===== config.mk =====
export PLATFORM = sky130hd
export DESIGN_NAME = i2q2_engine
export DESIGN_NICKNAME = d
export VERILOG_FILES = /design/src/rtl/i2q2_engine.sv
export SDC_FILE = /design/constraint.sdc
export NUM_CORES = 1
export LEC_CHECK = 0
export ABC_CLOCK_PERIOD_IN_PS = 23100
export CORE_UTILIZATION = 65
export DETAILED_ROUTE_END_ITERATION = 7
export PLACE_DENSITY_LB_ADDON = 0.08
export REMOVE_ABC_BUFFERS = 1
export SLEW_MARGIN = 20
export SYNTH_ARGS = -nofsm -noshare
export SYNTH_HDL_FRONTEND = slang
export SYNTH_SLANG_ARGS = --single-unit

===== constraint.sdc =====
create_clock -name clk -period 23.1 [get_ports clk]
set_input_delay 6.93 -clock clk [delete_from_list [all_inputs] [get_ports clk]]
set_output_delay 6.93 -clock clk [all_outputs]
set_load 0.02 [all_outputs]

===== src/rtl/i2q2_engine.sv =====
// Per-arm I^2+Q^2 power metric for early/prompt/late correlator arms.
// One shared squarer is time-multiplexed over the six latched operands.
module i2q2_engine #(
  parameter int unsigned ACC_WIDTH  = 16,
  parameter int unsigned I2Q2_WIDTH = 32
) (
  input  logic                  clk,
  input  logic                  global_reset,
  input  logic                  accumulation_complete,
  input  logic [ACC_WIDTH-1:0]  i_early,
  input  logic [ACC_WIDTH-1:0]  q_early,
  input  logic [ACC_WIDTH-1:0]  i_prompt,
  input  logic [ACC_WIDTH-1:0]  q_prompt,
  input  logic [ACC_WIDTH-1:0]  i_late,
  input  logic [ACC_WIDTH-1:0]  q_late,
  output logic                  i2q2_valid,
  output logic [I2Q2_WIDTH-1:0] i2q2_early,
  output logic [I2Q2_WIDTH-1:0] i2q2_prompt,
  output logic [I2Q2_WIDTH-1:0] i2q2_late,
  output logic                  busy,
  output logic                  overrun
);

  localparam int unsigned PW = 2 * ACC_WIDTH;

  typedef enum logic [0:0] {StIdle, StSquare} state_e;

  state_e                state_q, state_d;
  logic [2:0]            idx_q, idx_d;
  logic [ACC_WIDTH-1:0]  op_q [6];
  logic [ACC_WIDTH-1:0]  op_d [6];
  logic [I2Q2_WIDTH-1:0] early_q, early_d, prompt_q, prompt_d, late_q, late_d;
  logic [I2Q2_WIDTH-1:0] out_e_q, out_e_d, out_p_q, out_p_d, out_l_q, out_l_d;
  logic                  valid_q, valid_d, overrun_q, overrun_d;

  logic [ACC_WIDTH-1:0]  op_sel;
  logic [PW-1:0]         op_ext, prod;
  logic [I2Q2_WIDTH-1:0] sq;

  always_comb begin
    case (idx_q)
      3'd0:    op_sel = op_q[0];
      3'd1:    op_sel = op_q[1];
      3'd2:    op_sel = op_q[2];
      3'd3:    op_sel = op_q[3];
      3'd4:    op_sel = op_q[4];
      default: op_sel = op_q[5];
    endcase
  end

  // Sign-extend to full width; low PW bits of the product are the exact square.
  assign op_ext = {{ACC_WIDTH{op_sel[ACC_WIDTH-1]}}, op_sel};
  assign prod   = op_ext * op_ext;
  assign sq     = I2Q2_WIDTH'(prod);

  always_comb begin
    state_d   = state_q;
    idx_d     = idx_q;
    op_d      = op_q;
    early_d   = early_q;
    prompt_d  = prompt_q;
    late_d    = late_q;
    out_e_d   = out_e_q;
    out_p_d   = out_p_q;
    out_l_d   = out_l_q;
    valid_d   = 1'b0;
    overrun_d = overrun_q;

    if (accumulation_complete) begin
      // A strobe while squaring aborts the running computation.
      if (state_q == StSquare) overrun_d = 1'b1;
      op_d[0]  = i_early;
      op_d[1]  = q_early;
      op_d[2]  = i_prompt;
      op_d[3]  = q_prompt;
      op_d[4]  = i_late;
      op_d[5]  = q_late;
      early_d  = '0;
      prompt_d = '0;
      late_d   = '0;
      idx_d    = 3'd0;
      state_d  = StSquare;
    end else if (state_q == StSquare) begin
      idx_d = idx_q + 3'd1;
      case (idx_q)
        3'd0, 3'd1: early_d  = early_q + sq;
        3'd2, 3'd3: prompt_d = prompt_q + sq;
        3'd4:       late_d   = late_q + sq;
        default: begin
          out_e_d = early_q;
          out_p_d = prompt_q;
          out_l_d = late_q + sq;
          valid_d = 1'b1;
          idx_d   = 3'd0;
          state_d = StIdle;
        end
      endcase
    end
  end

  always_ff @(posedge clk) begin
    if (global_reset) begin
      state_q   <= StIdle;
      idx_q     <= 3'd0;
      op_q      <= '{default: '0};
      early_q   <= '0;
      prompt_q  <= '0;
      late_q    <= '0;
      out_e_q   <= '0;
      out_p_q   <= '0;
      out_l_q   <= '0;
      valid_q   <= 1'b0;
      overrun_q <= 1'b0;
    end else begin
      state_q   <= state_d;
      idx_q     <= idx_d;
      op_q      <= op_d;
      early_q   <= early_d;
      prompt_q  <= prompt_d;
      late_q    <= late_d;
      out_e_q   <= out_e_d;
      out_p_q   <= out_p_d;
      out_l_q   <= out_l_d;
      valid_q   <= valid_d;
      overrun_q <= overrun_d;
    end
  end

  assign i2q2_valid  = valid_q;
  assign i2q2_early  = out_e_q;
  assign i2q2_prompt = out_p_q;
  assign i2q2_late   = out_l_q;
  assign busy        = (state_q == StSquare);
  assign overrun     = overrun_q;

endmodule


==> results of run 1 <==
-- state kept, by name (all words and copies together) (netlist names) --
name	count
busy	1
early_q	32
i2q2_early	32
i2q2_late	32
i2q2_prompt	32
i2q2_valid	1
idx_q	3
late_q	32
op_q	96
overrun	1
prompt_q	32
-- synth_stat cells (28+ instances only) --
master    number  share of area
xor2_1        33          0.012
xnor2_1       67          0.024
dfxtp_1      294           0.24
fa_1         237           0.20
nand3_1       49          0.010
inv_1        359          0.056
a21oi_1      262          0.054
mux2i_1      110          0.046
clkbuf_1     106          0.017
o21ai_0       73          0.015
nand2_1      433          0.068
a21o_1        38          0.012
ha_1         191          0.099
nor2_1       232          0.036
nor3_1        28         0.0058
-- metrics by stage --
step                      hold slack, ps   util
after floorplan                      434      -
after detailed placement             448  0.721
after global placement               442  0.721
after global routing                 472  0.750
final                                453  0.750
after CTS                            456  0.750
-- routing by layer --
metal | vias up | part of all wire
met5 | - | 0
met3 | 145 | 0.056
met4 | 0 | 0.033
li1 | 9656 | -
met1 | 9706 | 0.42
met2 | 699 | 0.49
-- power by group through the flow --
| stage | combinational, mW | sequential (mW) | clock, mW |
|---|---|---|---|
| after floorplan | 0.706 | 0.545 | 0 |
| after global placement | 0.933 | 0.547 | 0 |
| after detailed placement | 0.957 | 0.548 | 0 |
| after CTS | 0.974 | 0.537 | 0.520 |
| after global routing | 1.09 | 0.539 | 0.540 |
| final | 0.989 | 0.537 | 0.515 |
-- worst reg2reg max path, delay by kind of cell (launching register included) --
kind | cells | cell delay (ps)
adder cells (fa/ha/maj) | 9 | 4300
AO/OA/AOI/OAI | 14 | 3640
AND/OR/NAND/NOR | 4 | 1360
buffers and inverters | 5 | 920
flip-flops | 1 | 810
multiplexers | 1 | 810
-- final timing paths --
check | slack [ps] | end | start
max | 11170 | i2q2_late[31] | idx_q[2]
min | 450 | i2q2_late[27] | i2q2_late[27]
min reg2reg | 450 | i2q2_late[27] | i2q2_late[27]
max reg2reg | 11170 | i2q2_late[31] | idx_q[2]
-- area by class of cell --
cell class,instances,area share
well taps,468,0.0214
multi-input cells,2061,0.599
flip-flops and latches,294,0.215
repair buffers,217,0.0774
clock inverters,10,0.00626
inverters,363,0.0498
clock buffers,45,0.0317
-- kinds of logic after synthesis --
logic type,count (synthesis)
flip-flops,294
multiplexers,119
buffers and inverters,483
XOR/XNOR,102
AND/OR/NAND/NOR,850
AO/OA/AOI/OAI,562
adder cells (fa/ha/maj),428
==> summary.txt, run 1 <==
Layout
  • Sequential cell area: about 5900 um2
  • Leading cell types in the layout, fill and taps excluded: nand2_1 (433), inv_1 (359), dfxtp_1 (294), a21oi_1 (262), fa_1 (237)
  • Area delta synth->final: 13.8%
  • Final std cells w/o fill: ~3500
  • Layout fillers: approximately 2700
  • Area of the multi-input gates: 16400 um2
  • Post-route cell area: ~27000 um2
  • Final net count: ~3500
  • Ant. Diodes: 0
  • Most common cell after layout, fill and taps aside: nand2_1
  • Proportion of layout cells with a drive suffix above 1: 0.0358

GRT
  • Initial antenna violation count: 0
  • Largest net degree at the start of global routing: around 110
  • First-pass GRT wire length: 103000 um
  • Congestion Overflow GR: 0
  • GR Util met3: 0.0380
  • GRT Max-Usage Layer: met2
  • Tot GR Track Use: 0.335
  • GRT met2 Usage: 0.580
  • Vias in the first global route: 20900
  • Routing usage on met1: 0.431

Synthesis
  • Adder-Cell Fraction of Synth Area: 0.296
  • Syn_area_per_cell: about 8.5 um2
  • Simple-gate share of the synthesized area: 0.150
  • Synth warnings: 0
  • Syn Std Cell Area: approximately 24000 um2
  • Syn Inst Count: 2838
  • Post-synth EDFFs: 0
  • Post-synthesis async set-or-reset flop share: 0
  • Prevailing post-synth register cell: dfxtp_1
  • Synth Area in XOR/XNOR: 0.0383
  • Main combinational cell family by area after synthesis: adder cells
  • Compound-Gate Fraction of Synth Area: 0.145
  • Multiplexer share of the synthesized area: 0.0499
  • Synth cell types: between 70 and 80
  • #FFs+latches synth: roughly 290
  • Sequential share of the synthesized area: 0.244

Floorplanning
  • Die height: approximately 190 um
  • Ports: approximately 200
  • Die Wd: a little under 200 um
  • Starting Density: 0.659
  • Die area: about 38000 um2
  • Cell row count: 70
  • Core Region: between 30000 and 40000 um2

Place
  • Worst slack, placed: about 11000 ps
  • DP Area: approximately 26000 um2
  • Dpl cells: 3403
  • Final Wtd Congestion: ~1.0
  • Port Buffers: roughly 200
  • DP Wirelength: between 40000 and 50000 um

Setup path
  • Crit path launch type: flip-flop
  • R2R depth: 33
  • Crit-path slowest cell: dfxtp_1
  • Max Fanout on Critical Path: 23
  • CP bufs+invs: 5
  • Setup crit end kind: flip-flop
  • Delay-heaviest family, CP: adder cells
  • Most frequent CP cell: fa_1
  • Crit Path Class: reg -> reg
  • Slowest Stage Delay on Critical Path: ~810 ps
  • WP data required: about 24000 ps
  • WP depth: 33
  • CP arrival: approximately 12000 ps

Pwr
  • Worst vdd ir: 0.0700 mV
  • Seq pwr share: 0.263
  • Power density over cell area: between 70 and 80 nW/um2
  • Power, Total: just over 2 mW
  • Clock share of power: 0.252
  • P_sw: roughly 0.83 mW
  • P_int: 1.21 mW
  • Switching portion of total power: 0.407
  • P_leak: approximately 13 nW
  • Comb pwr share: 0.485

Run status
  • Outcome: completed

STA
  • Slew @ Worst Pin: roughly 1100 ps
  • Fmax: ~0.084 GHz
  • Clock Skew: between 10 and 15 ps
  • Setup_tns: 0 ps
  • Fin worst setup slack: roughly 11000 ps
  • # setup viols final: 0
  • Max_slew headroom: 0.266
  • Part of the cycle the worst path needs: 0.516
  • Final Hold Fails: 0
  • Period minus WS final: between 10000 and 15000 ps
  • RSZ-0062 raised after global routing: no
  • Slew Viols, Final: 0

Detailed routing
  • Avg Vias per Cell: 5.84
  • DR WL/cell: 18.0 um
  • DRC: 0
  • First DRT Iteration DRCs: between 1000 and 1500
  • Via count: around 20000
  • Detail Route Antenna Nets: 0
  • Initial DRT Pass Iterations: 8
  • Detailed Route WL: a little over 60000 um

Clocking
  • Root Buffer: clkbuf_16
  • Postcts setup bufs: 0
  • H-tree depth: 1
  • Total CTS buffers: 31
  • CTS tree: done
  • Cts hold-fix bufs: 0
  • Clock Latency Late Sink: between 500 and 600 ps
  • Sink Count: between 200 and 300
  • Clock tree buffer depth: 3
  • CTS clk-pin slew, worst paths: 60 ps
  • Post-CTS sizing: 0

Flow run
  • Max-cap viol count: 0

Min path
  • Worst hold path type: reg -> reg
  • Hold Path Stages: 2
Power figures use the tool's default switching activity.
==> run 2: changes to the inputs <==
--- a/config.mk
+++ b/config.mk
@@ -5,8 +5,8 @@
 export SDC_FILE = /design/constraint.sdc
 export NUM_CORES = 1
 export LEC_CHECK = 0
-export ABC_CLOCK_PERIOD_IN_PS = 23100
-export CORE_UTILIZATION = 65
+export ABC_CLOCK_PERIOD_IN_PS = 10100
+export CORE_UTILIZATION = 54
 export DETAILED_ROUTE_END_ITERATION = 7
 export PLACE_DENSITY_LB_ADDON = 0.08
 export REMOVE_ABC_BUFFERS = 1
==> constraint.sdc (replaced) <==
create_clock -name clk -period 10.1 [get_ports clk]
set_input_delay 3.03 -clock clk [delete_from_list [all_inputs] [get_ports clk]]
set_output_delay 3.03 -clock clk [all_outputs]
set_load 0.02 [all_outputs]
==> summary.txt, run 2 (synthesized netlist as in run 1, its figures left out) <==
Run status
  • Outcome: completed

Layout
  • Final std cells w/o fill: about 3600
  • Most common cell after layout, fill and taps aside: nand2_1
  • Ant. Diodes: 0
  • Finished Core Util: 0.649
  • Max FFs per register: between 90 and 100
  • Largest Register: op_q
  • Final net count: between 3000 and 4000
  • Proportion of layout cells with a drive suffix above 1: 0.0627
  • Leading cell types in the layout, fill and taps excluded: nand2_1 (433), inv_1 (357), dfxtp_1 (294), a21oi_1 (261), fa_1 (237)
  • Post-route cell area: 28300 um2
  • Area delta synth->final: 17.4%

Place
  • Port Buffers: ~200
  • Dpl cells: roughly 3600
  • DP Area: roughly 27000 um2
  • DP Wirelength: 50900 um
  • Final Wtd Congestion: slightly below 1

Setup path
  • WP data required: around 11000 ps
  • Crit-path slowest cell: fa_1
  • Slowest Stage Delay on Critical Path: between 500 and 600 ps
  • Crit Path Class: reg -> reg
  • Max Fanout on Critical Path: 6
  • Crit path launch type: flip-flop
  • CP arrival: ~10000 ps
  • Most frequent CP cell: fa_1
  • Setup crit end kind: flip-flop

STA
  • Part of the cycle the worst path needs: 0.965
  • RSZ-0062 raised after global routing: yes
  • # setup viols final: 0
  • Fmax: around 0.10 GHz
  • Fin Hold WS: 452 ps
  • Slew Viols, Final: 0
  • Final Hold Fails: 0
  • Setup_tns: 0 ps
  • Clock Skew: 25.1 ps
  • Period minus WS final: between 9000 and 10000 ps
  • Max_slew headroom: 0.270
  • Slew @ Worst Pin: 1100 ps

Floorplanning
  • Die area: ~45000 um2
  • Die height: between 200 and 250 um
  • Die Wd: between 200 and 250 um
  • Ports: 198
  • Core Region: around 44000 um2
  • Starting Density: 0.553
  • Cell row count: 76

GRT
  • Largest net degree at the start of global routing: 90
  • Tot GR Track Use: 0.298
  • Initial antenna violation count: 0
  • Vias in the first global route: about 20000
  • First-pass GRT wire length: approximately 110000 um
  • Congestion Overflow GR: 0

Detailed routing
  • Via count: 20000
  • Avg Vias per Cell: 5.52
  • Initial DRT Pass Iterations: 7
  • Detailed Route WL: roughly 66000 um
  • DR WL/cell: approximately 18 um
  • Detail Route Antenna Nets: 0
  • DRC: 0
  • First DRT Iteration DRCs: between 1000 and 1500

Clocking
  • Clock Latency Late Sink: 560 ps
  • CTS clk-pin slew, worst paths: about 60 ps
  • H-tree depth: 2
  • Cts hold-fix bufs: 0
  • Root Buffer: clkbuf_16
  • Sink Count: 294
  • CTS tree: done
  • Total CTS buffers: 36
  • Clock tree buffer depth: 3

Flow run
  • Max-cap viol count: 0

Min path
  • Worst hold path type: reg -> reg

Pwr
  • P_leak: about 13 nW
  • Power density over cell area: around 180 nW/um2
  • Worst vdd ir: between 0.15 and 0.2 mV
## run 2: changes by cell type in the layout (fill, tap and decap cells not counted), sizes merged
cell      change
buf          +46
bufinv        +4
clkbuf        -4
clkinv        +5
clkinvlp      +3
inv           +1
## run 2: worst paths after layout
kind,start,to,slack [ps],cells after the start
setup / recovery,idx_q[0],i2q2_late[31],350,36
hold / removal,i2q2_prompt[29],i2q2_prompt[29],450,2
setup reg to reg,idx_q[0],i2q2_late[31],350,36
hold reg to reg,i2q2_prompt[29],i2q2_prompt[29],450,2
## run 2: critical path: cells and delay by family, from the launching register on
kind / cells / cell delay, ps
AO/OA/AOI/OAI: 14 / 3160
flip-flops: 1 / 380
multiplexers: 1 / 340
AND/OR/NAND/NOR: 4 / 1090
buffers and inverters: 8 / 730
adder cells (fa/ha/maj): 9 / 3950
## run 2: through the flow
step	worst slack, ps	total power [mW]
finish	352	5.02
global route	-38.8	5.36
CTS	19.8	4.98
detailed placement	-5.12	3.50
global placement	205	3.48
floorplan	-824	2.86
## run 2: timing repair
item,in CTS,in global routing
endpoints found under the setup margin,2,33
buffers inserted,0,8
pin swaps,0,8
cloned,0,0
resized for setup,4,32
## run 2: metal layers
layer  GRT usage  share of wire  vias to the layer above
li1            -              -                     9788
met1       0.402           0.45                     9621
met2       0.504           0.48                      530
met3      0.0338          0.049                       90
met4      0.0860          0.025                        0
met5           0              0                        -
## run 2: power by group
part           leakage, nW  internal [mW]  switching [mW]
clock                0.636          0.894           0.538
combinational         9.90          0.942            1.42
sequential            2.39           1.20          0.0293
## run 2: layout make-up
class,count,area (um2)
multi-input combinational,2061,16500
fill,3845,15300
sequential,294,5890
timing repair buffer,263,2470
inverter,363,1360
clock buffer,41,961
tap,585,732
clock inverter,23,348
